**config.mk**
```make
export PLATFORM = sky130hd
export DESIGN_NAME = br_pre_fifo_ctrl
export DESIGN_NICKNAME = d
export VERILOG_FILES = /design/src/rtl/br_pkg.sv /design/src/rtl/br_evt_cnt32.sv /design/src/rtl/br_pre_fifo_ctrl.sv
export SDC_FILE = /design/constraint.sdc
export NUM_CORES = 1
export LEC_CHECK = 0
export ABC_CLOCK_PERIOD_IN_PS = 5700
export CORE_ASPECT_RATIO = 0.8
export CORE_MARGIN = 1
export CORE_UTILIZATION = 47
export CTS_CLUSTER_DIAMETER = 120
export CTS_CLUSTER_SIZE = 24
export DETAILED_ROUTE_END_ITERATION = 16
export DONT_BUFFER_PORTS = 1
export PLACE_DENSITY = 0.63
export SLEW_MARGIN = 20
export SYNTH_ARGS = -nofsm -noshare
export SYNTH_HDL_FRONTEND = slang
export SYNTH_HIERARCHICAL = 1
export SYNTH_SLANG_ARGS = --single-unit
```
**constraint.sdc**
```tcl
create_clock -name x_clk -period 5.7 [get_ports x_clk]
set_input_delay 0.855 -clock x_clk [delete_from_list [all_inputs] [get_ports x_clk]]
set_output_delay 0.855 -clock x_clk [all_outputs]
set_load 0.01 [all_outputs]
```
**src/rtl/br_pkg.sv**
```systemverilog
// Shared types and defaults for the pre-FIFO admission/read sequencer.
// Holds the write-FSM encoding and the decision applied to a beat that carries SOF.
package br_pkg;

   localparam int BR_DEPTH         = 1024;
   localparam int BR_USEDW_W       = 11;
   localparam int BR_MAX_FRM_BEATS = 300;
   localparam int BR_DESYNC_CYC    = 2;

   typedef enum logic [1:0] {
      ST_IDLE = 2'd0,
      ST_PASS = 2'd1,
      ST_DROP = 2'd2
   } br_state_e;

   typedef struct packed {
      br_state_e nxt;
      logic      wren;
      logic      frm;
      logic      drop;
      logic      trunc;
   } wr_dec_t;

   // A beat seen from IDLE: an SOF either opens an admitted frame or a dropped one.
   // A beat without SOF is discarded.
   function automatic wr_dec_t sof_eval(input logic sof, input logic eof, input logic ok);
      wr_dec_t d;
      d.nxt   = ST_IDLE;
      d.wren  = 1'b0;
      d.frm   = 1'b0;
      d.drop  = 1'b0;
      d.trunc = 1'b0;
      if (sof) begin
         if (ok) begin
            d.wren = 1'b1;
            d.frm  = 1'b1;
            d.nxt  = eof ? ST_IDLE : ST_PASS;
         end else begin
            d.drop = 1'b1;
            d.nxt  = eof ? ST_IDLE : ST_DROP;
         end
      end
      return d;
   endfunction

endpackage

```
**src/rtl/br_evt_cnt32.sv**
```systemverilog
// 32-bit wrapping event counter; a clear wins over a same-cycle increment.
module br_evt_cnt32 (
   input  logic        clk,
   input  logic        reset_,
   input  logic        clr,
   input  logic        inc,
   output logic [31:0] cnt
);

   always_ff @(posedge clk) begin
      if (!reset_)   cnt <= '0;
      else if (clr)  cnt <= '0;
      else if (inc)  cnt <= cnt + 32'd1;
   end

endmodule

```
**src/rtl/br_pre_fifo_ctrl.sv**
```systemverilog
// Frame admission / truncation for the paired reorder pre-FIFOs and the shared
// read enable with data/ctrl desync detection.
module br_pre_fifo_ctrl
   import br_pkg::*;
#(
   parameter int DEPTH         = BR_DEPTH,
   parameter int USEDW_W       = BR_USEDW_W,
   parameter int MAX_FRM_BEATS = BR_MAX_FRM_BEATS,
   parameter int DESYNC_CYC    = BR_DESYNC_CYC
) (
   input  logic               x_clk,
   input  logic               reset_,
   input  logic               init_done,
   input  logic               x_we,
   input  logic               in_sof,
   input  logic               in_eof,
   input  logic [USEDW_W-1:0] wrusedw_d,
   input  logic [USEDW_W-1:0] wrusedw_c,
   input  logic               wrfull_d,
   input  logic               wrfull_c,
   output logic               fifo_wren,
   input  logic               rd_empty_d,
   input  logic               rd_empty_c,
   input  logic [USEDW_W-1:0] rdusedw_d,
   input  logic [USEDW_W-1:0] rdusedw_c,
   input  logic               rd_ready,
   output logic               br_rd_en,
   output logic               desync_err,
   input  logic               cnt_clr,
   output logic [31:0]        frm_cnt,
   output logic [31:0]        drop_cnt,
   output logic [31:0]        trunc_cnt
);

   // Admitting only below this fill guarantees room for a worst-case frame.
   localparam logic [USEDW_W-1:0] ADMIT_LIM = USEDW_W'(DEPTH - MAX_FRM_BEATS);
   localparam int MW = $clog2(DESYNC_CYC + 1);

   br_state_e          state;
   wr_dec_t            dec;
   logic [USEDW_W-1:0] used;
   logic               full;
   logic               admit_ok;
   logic               mismatch;
   logic [MW-1:0]      mis_cnt;

   assign used     = (wrusedw_d > wrusedw_c) ? wrusedw_d : wrusedw_c;
   assign full     = wrfull_d | wrfull_c;
   assign admit_ok = init_done & (used <= ADMIT_LIM) & ~full;

   always_ff @(posedge x_clk) begin
      if (!reset_) state <= ST_IDLE;
      else         state <= dec.nxt;
   end

   always_comb begin
      dec.nxt   = state;
      dec.wren  = 1'b0;
      dec.frm   = 1'b0;
      dec.drop  = 1'b0;
      dec.trunc = 1'b0;
      if (x_we) begin
         unique case (state)
            ST_IDLE: dec = sof_eval(in_sof, in_eof, admit_ok);
            ST_PASS: begin
               if (full) begin
                  dec.trunc = 1'b1;
                  dec.nxt   = in_eof ? ST_IDLE : ST_DROP;
               end else if (in_sof) begin
                  // New SOF before EOF: close the old frame as truncated, start fresh.
                  dec       = sof_eval(in_sof, in_eof, admit_ok);
                  dec.trunc = 1'b1;
               end else begin
                  dec.wren = 1'b1;
                  dec.nxt  = in_eof ? ST_IDLE : ST_PASS;
               end
            end
            ST_DROP: begin
               if (in_eof)      dec.nxt = ST_IDLE;
               else if (in_sof) dec = sof_eval(in_sof, in_eof, admit_ok);
            end
            default: dec.nxt = ST_IDLE;
         endcase
      end
   end

   assign fifo_wren = reset_ & dec.wren;

   assign br_rd_en = reset_ & init_done & ~rd_empty_d & ~rd_empty_c & rd_ready & ~desync_err;

   assign mismatch = (rdusedw_d != rdusedw_c) | (rd_empty_d ^ rd_empty_c);

   always_ff @(posedge x_clk) begin
      if (!reset_) begin
         mis_cnt    <= '0;
         desync_err <= 1'b0;
      end else if (mismatch) begin
         if (int'(mis_cnt) < DESYNC_CYC) mis_cnt <= mis_cnt + 1'b1;
         if (int'(mis_cnt) + 1 >= DESYNC_CYC) desync_err <= 1'b1;
      end else begin
         mis_cnt <= '0;
      end
   end

   br_evt_cnt32 u_frm_cnt (
      .clk(x_clk), .reset_(reset_), .clr(cnt_clr), .inc(dec.frm), .cnt(frm_cnt)
   );
   br_evt_cnt32 u_drop_cnt (
      .clk(x_clk), .reset_(reset_), .clr(cnt_clr), .inc(dec.drop), .cnt(drop_cnt)
   );
   br_evt_cnt32 u_trunc_cnt (
      .clk(x_clk), .reset_(reset_), .clr(cnt_clr), .inc(dec.trunc), .cnt(trunc_cnt)
   );

endmodule

```
Word-level counts from Yosys, hierarchy flattened
Index checks and enable logic that the tools add are counted.

operators by class
  reductions and logical operators = 5
  mux-type cells = 19
  shifts and indexed selects = 0
  $lt $le $gt $ge = 4
  equal/unequal tests = 4
  divide/modulo/power cells = 0
  add/subtract/negate cells = 5
  bitwise logic cells = 16
  multipliers = 0

operator list
  cell                   count
  $add 32x1->32 const B  3
  $mux 2                 6
  $pmux 4 s3             1
  $gt 11x11->1           1
  $le 11x10->1 const B   1
  $mux 11                1
  $ne 11x11->1           1
  $mux 3                 3
  $and 1x1->1            8
  $mux 4                 2
  $mux 6                 1
  $pmux 2 s3             1
  $reduce_and 2->1       3
  $mux 5                 1
  $not 1->1              5
  $add 2x1->3 const B    1
  $ge 3x2->1 const B     1
  $mux 1                 3
  $ne 3x3->1 const B     1
  $add 2x1->2 const B    1
  $eq 2x1->1 const B     1
  $eq 2x2->1 const B     1
  $logic_not 2->1        1
  $lt 2x2->1 const B     1
  other kinds (3)        4

word-level totals
  input port bits = 56
  register bits after elaboration = 101
  memory bits (writable) = 0
  memories kept = 0
  ROM bits = 0
  logic and storage cells = 59
  output and inout bits = 99
  bits in latches = 0

Longest topological paths before layout
  word-level depth = 11
  depth in mapped cells = 15

Cells and area by module
Netlist, hierarchy kept.

modules (own cells, without submodules)
  module            cells each  area each (um2)  times used
  br_evt_cnt32      178         1552.7           3
  br_pre_fifo_ctrl  122         920.9            1

Worst setup path before layout
OpenSTA, ideal clock, no wires.

  kind = input-to-reg
  start point = in wrusedw_c[6]
  end point = reg u_frm_cnt.cnt[15]
  required time = 5630 ps
  arrival = 4289 ps
  setup time = 70 ps
  stages = 15
  slack = 1340 ps
  path buffers = 2
  path through = inv_1 ha_1 nand4_1 or4_4 o21ai_2 nor2_1 mux2i_2 a2111oi_4 and4_1 buf_2 nand4_1 or3_1 buf_2 or4_2 a21oi_1

RTL lines
  what                  line                    source
  from (decl)           br_pre_fifo_ctrl.sv:18  input logic [USEDW_W-1:0] wrusedw_c,
  to (signal assigned)  br_evt_cnt32.sv:13      else if (inc) cnt <= cnt + 32'd1;
  to (decl)             br_evt_cnt32.sv:7       output logic [31:0] cnt

==> metrics.txt <==
status=finished clean; TritonCTS clock tree=done; die height=99.5 µm; Slowest cell on crit path=or4_4; Fin Setup TNS=0 ns; clk_skew=0.00751 ns; Final GP Congestion=0.826; Mapped Cells=656; Worst Reg-to-Reg Cells=9; Non-Filler Instances=801; DRT Wirelength=13400 µm; Max Cap Violations=0; Synth area leaders=dfxtp_1, o31ai_1, a21oi_1; initial antenna violation count=0; CP bufs+invs=1; worst hold stages=2; fin crit period=4.56 ns; CP Max Fanout=14; Ant. Diodes=0; post-synth net total=727; Final Hold Slack=0.515 ns; CTS Hold Buffers Added=0; drt first pass iters=4; Die W=124 µm; Initial Utilization=48.4%; pwr dens=245 mW/mm²; Worst Setup End Kind=flip-flop; WL per Instance=16.7 µm; Slew @ Worst Pin=0.800 ns; Final Cycle Share=80.0%; first-pass GRT wire length=21100 µm; ys flop type=dfxtp_1; pin count of the biggest net entering global routing=32; share of the synthesized area in the top cell type=36.2%; RSZ-0062 raised after global routing=false; Critical R2R Launch=state[0]; clock share of power=44.4%; # resized after CTS=0; FMAX=219 MHz; pre-CTS WS=0.808 ns; fin area=0.00599 mm²; Slew headroom=46.2%; post-synth cell types=54; I/O pin count=155; total grt overflow=0; Worst path most repeated cell=or4_4; core area=0.0115 mm²; number of setup buffers added after CTS=0; setup slack, reg-to-reg=2.82 ns; Worst Hold Launch=mis_cnt[1]; drt drc=0; worst path required time=5.97 ns; worst-skew pair later-pin latency=0.34 ns; Max stage delay on crit path=0.66 ns; CP top delay family=simple AND/OR/NAND/NOR gates; Setup crit start kind=input pin; Hold Crit Class=flip-flop to flip-flop; Post-DRT Antenna Nets=0; Pint=1150 µW; Setup CP Type=input pin to flip-flop; CP cell instances=inv_1 -> ha_1 -> nand4_1 -> or4_4 -> o21ai_2 -> nor2_1 -> mux2i_2 -> a2111oi_4 -> and4_1 -> nand3_1 -> or4_4 -> or4_1 -> a21oi_1; Critical R2R Capture=u_drop_cnt/cnt[28]; Post-Place Cells=786; EDFF count, synth=0; Flop pwr share=49.5%; Synth-to-Final Area Change=7.42%; Final WS setup=1.14 ns; Max Transition Viols Final=0; syn_area_per_cell=8.50 µm²; Worst-path clk slew=0.07 ns; Clock Path Buffers=2; Max VDD drop=0.161 mV; DP Wirelength=9760 µm; #FFs+latches synth=101; Async SR Flop Fraction=0%; Net Sw Frac=21.7%; Hold Path End=mis_cnt[1]; cell row count=35; final layout net count=720; Warnings, synthesis=6; Num CTS Buffers=9; Placed Area=0.00568 mm²; # port buffers=0; detailed-route via count=5056; vias per cell=6.31; final hold violation count=0; H-tree Lvls=3; layout cell share with drive strength beyond 1=8.12%; sequential fraction of the synthesis area=36.2%; combinational share of power=6.1%; sw power=318 µW; DIE AREA=0.0123 mm²; Arr. time, crit path=4.83 ns; Initial DRC Count=272; Final Setup Violations=0; number of global-route vias before repair=4579; # clock sinks=101; Mapped Area=0.00558 mm²; CTS Root Cell=clkbuf_16; Synth area leader=dfxtp_1; GRT Total Usage=21.1%; leakage=0.00177 µW
==> power groups by stage <==
stage	logic (µW)	registers, µW	clock network [µW]
floorplan	73.7	741	0
global placement	85.3	743	0
detailed placement	89.1	743	0
CTS	89.9	727	674
global route	101	728	699
finish	89.2	727	653
==> worst register-to-register path, delay by kind of cell, from the launching register on <==
family          cells  cell delay [ns]
compound gates      2             0.28
flops               1             0.37
simple gates        6             2.06
buf+inv             1             0.10
==> cells in the final DEF, fill, tap and decap left out, drive strengths merged, types with 2 or more instances in the layout <==
master | Yosys | routed
a31oi | 5 | 5
mux2i | 5 | 5
dfxtp | 101 | 101
nand2b | 3 | 3
nand3 | 37 | 37
nand2 | 48 | 48
nor4 | 16 | 16
nand4 | 39 | 39
o21ai | 25 | 25
o22ai | 2 | 2
buf | 9 | 3
clkbuf | 12 | 12
xnor2 | 33 | 33
o31ai | 42 | 42
nor3 | 12 | 12
o21a | 4 | 4
xor2 | 13 | 13
and4 | 16 | 16
inv | 21 | 22
bufinv | 0 | 2
nor2 | 50 | 50
ha | 15 | 15
or3 | 16 | 16
or4 | 43 | 43
and3 | 8 | 8
nor2b | 3 | 3
a41o | 3 | 3
a21oi | 62 | 62
o31a | 3 | 3
==> Yosys cell counts, types with 2 or more instances <==
master	n
and4_2	3
o21ai_0	19
nand3_2	3
and3_1	8
nand2b_1	3
dfxtp_1	101
and4_1	13
nand4_1	36
or4_4	7
mux2i_1	4
nor2_1	50
buf_2	6
or4_2	3
or3_2	3
nor2b_1	3
nand2_1	47
nor4_1	16
a41o_1	3
buf_6	3
o31ai_1	42
nor3_1	12
xnor2_1	33
o21ai_1	4
clkbuf_1	12
inv_1	19
ha_1	15
xor2_1	13
or4_1	33
or3_1	13
nand4_4	3
a21oi_1	61
nand3_1	34
o21a_1	3
inv_2	2
o31a_2	3
a31oi_1	5
==> how the worst max path moves through the flow <==
stage,slack [ns],cells past startpoint,to,from
global placement,0.95,13,u_frm_cnt/cnt[30],wrusedw_c[6]
detailed placement,0.81,13,u_frm_cnt/cnt[30],wrusedw_c[6]
finish,1.14,13,u_frm_cnt/cnt[30],wrusedw_c[6]
CTS,1.14,13,u_frm_cnt/cnt[30],wrusedw_c[6]
floorplan,1.34,15,u_frm_cnt/cnt[15],wrusedw_c[6]
global route,0.84,13,u_frm_cnt/cnt[30],wrusedw_c[6]
==> cells by family (layout without fill, tap and decap cells) <==
logic type                 Yosys count  in the layout  share of synthesized area [%]
AOI/OAI and AO/OA                  151            151                           17.5
xor gates and xnor gates            46             46                           7.22
adders and majority gates           15             15                           3.36
buffers and inverters               42             39                           3.36
DFF                                101            101                           36.2
muxes                                5              5                          0.964
and+or+nand+nor                    296            296                           31.4
==> stage by stage <==
step / power, µW / utilization (%)
CTS: 1490 / 52.0
finish: 1470 / 52.0
global route: 1530 / 52.0
floorplan: 815 / -
detailed placement: 832 / 49.3
global placement: 828 / 49.3
==> metal layers <==
| layer | share of wire (%) | GRT usage (%) |
|---|---|---|
| met4 | 0.90 | 5.93 |
| met3 | 7.1 | 6.36 |
| met2 | 46 | 35.3 |
| met5 | 0 | 0 |
| met1 | 46 | 26.1 |
==> flip-flops by register name, indices dropped and copies added, names as in the netlist <==
signal and flops:
desync_err 1, u_drop_cnt/cnt 32, u_frm_cnt/cnt 32, u_trunc_cnt/cnt 32
mis_cnt 2, state 2
==> layout make-up <==
| class | count | area [µm²] |
|---|---|---|
| clock buffer | 12 | 246 |
| multi-input combinational | 513 | 3370 |
| clock inverter | 3 | 68.8 |
| sequential | 101 | 2020 |
| inverter | 21 | 78.8 |
| tap | 148 | 185 |
| timing repair buffer | 3 | 22.5 |
| fill | 1054 | 5520 |
(Power assumes the default switching activity.)
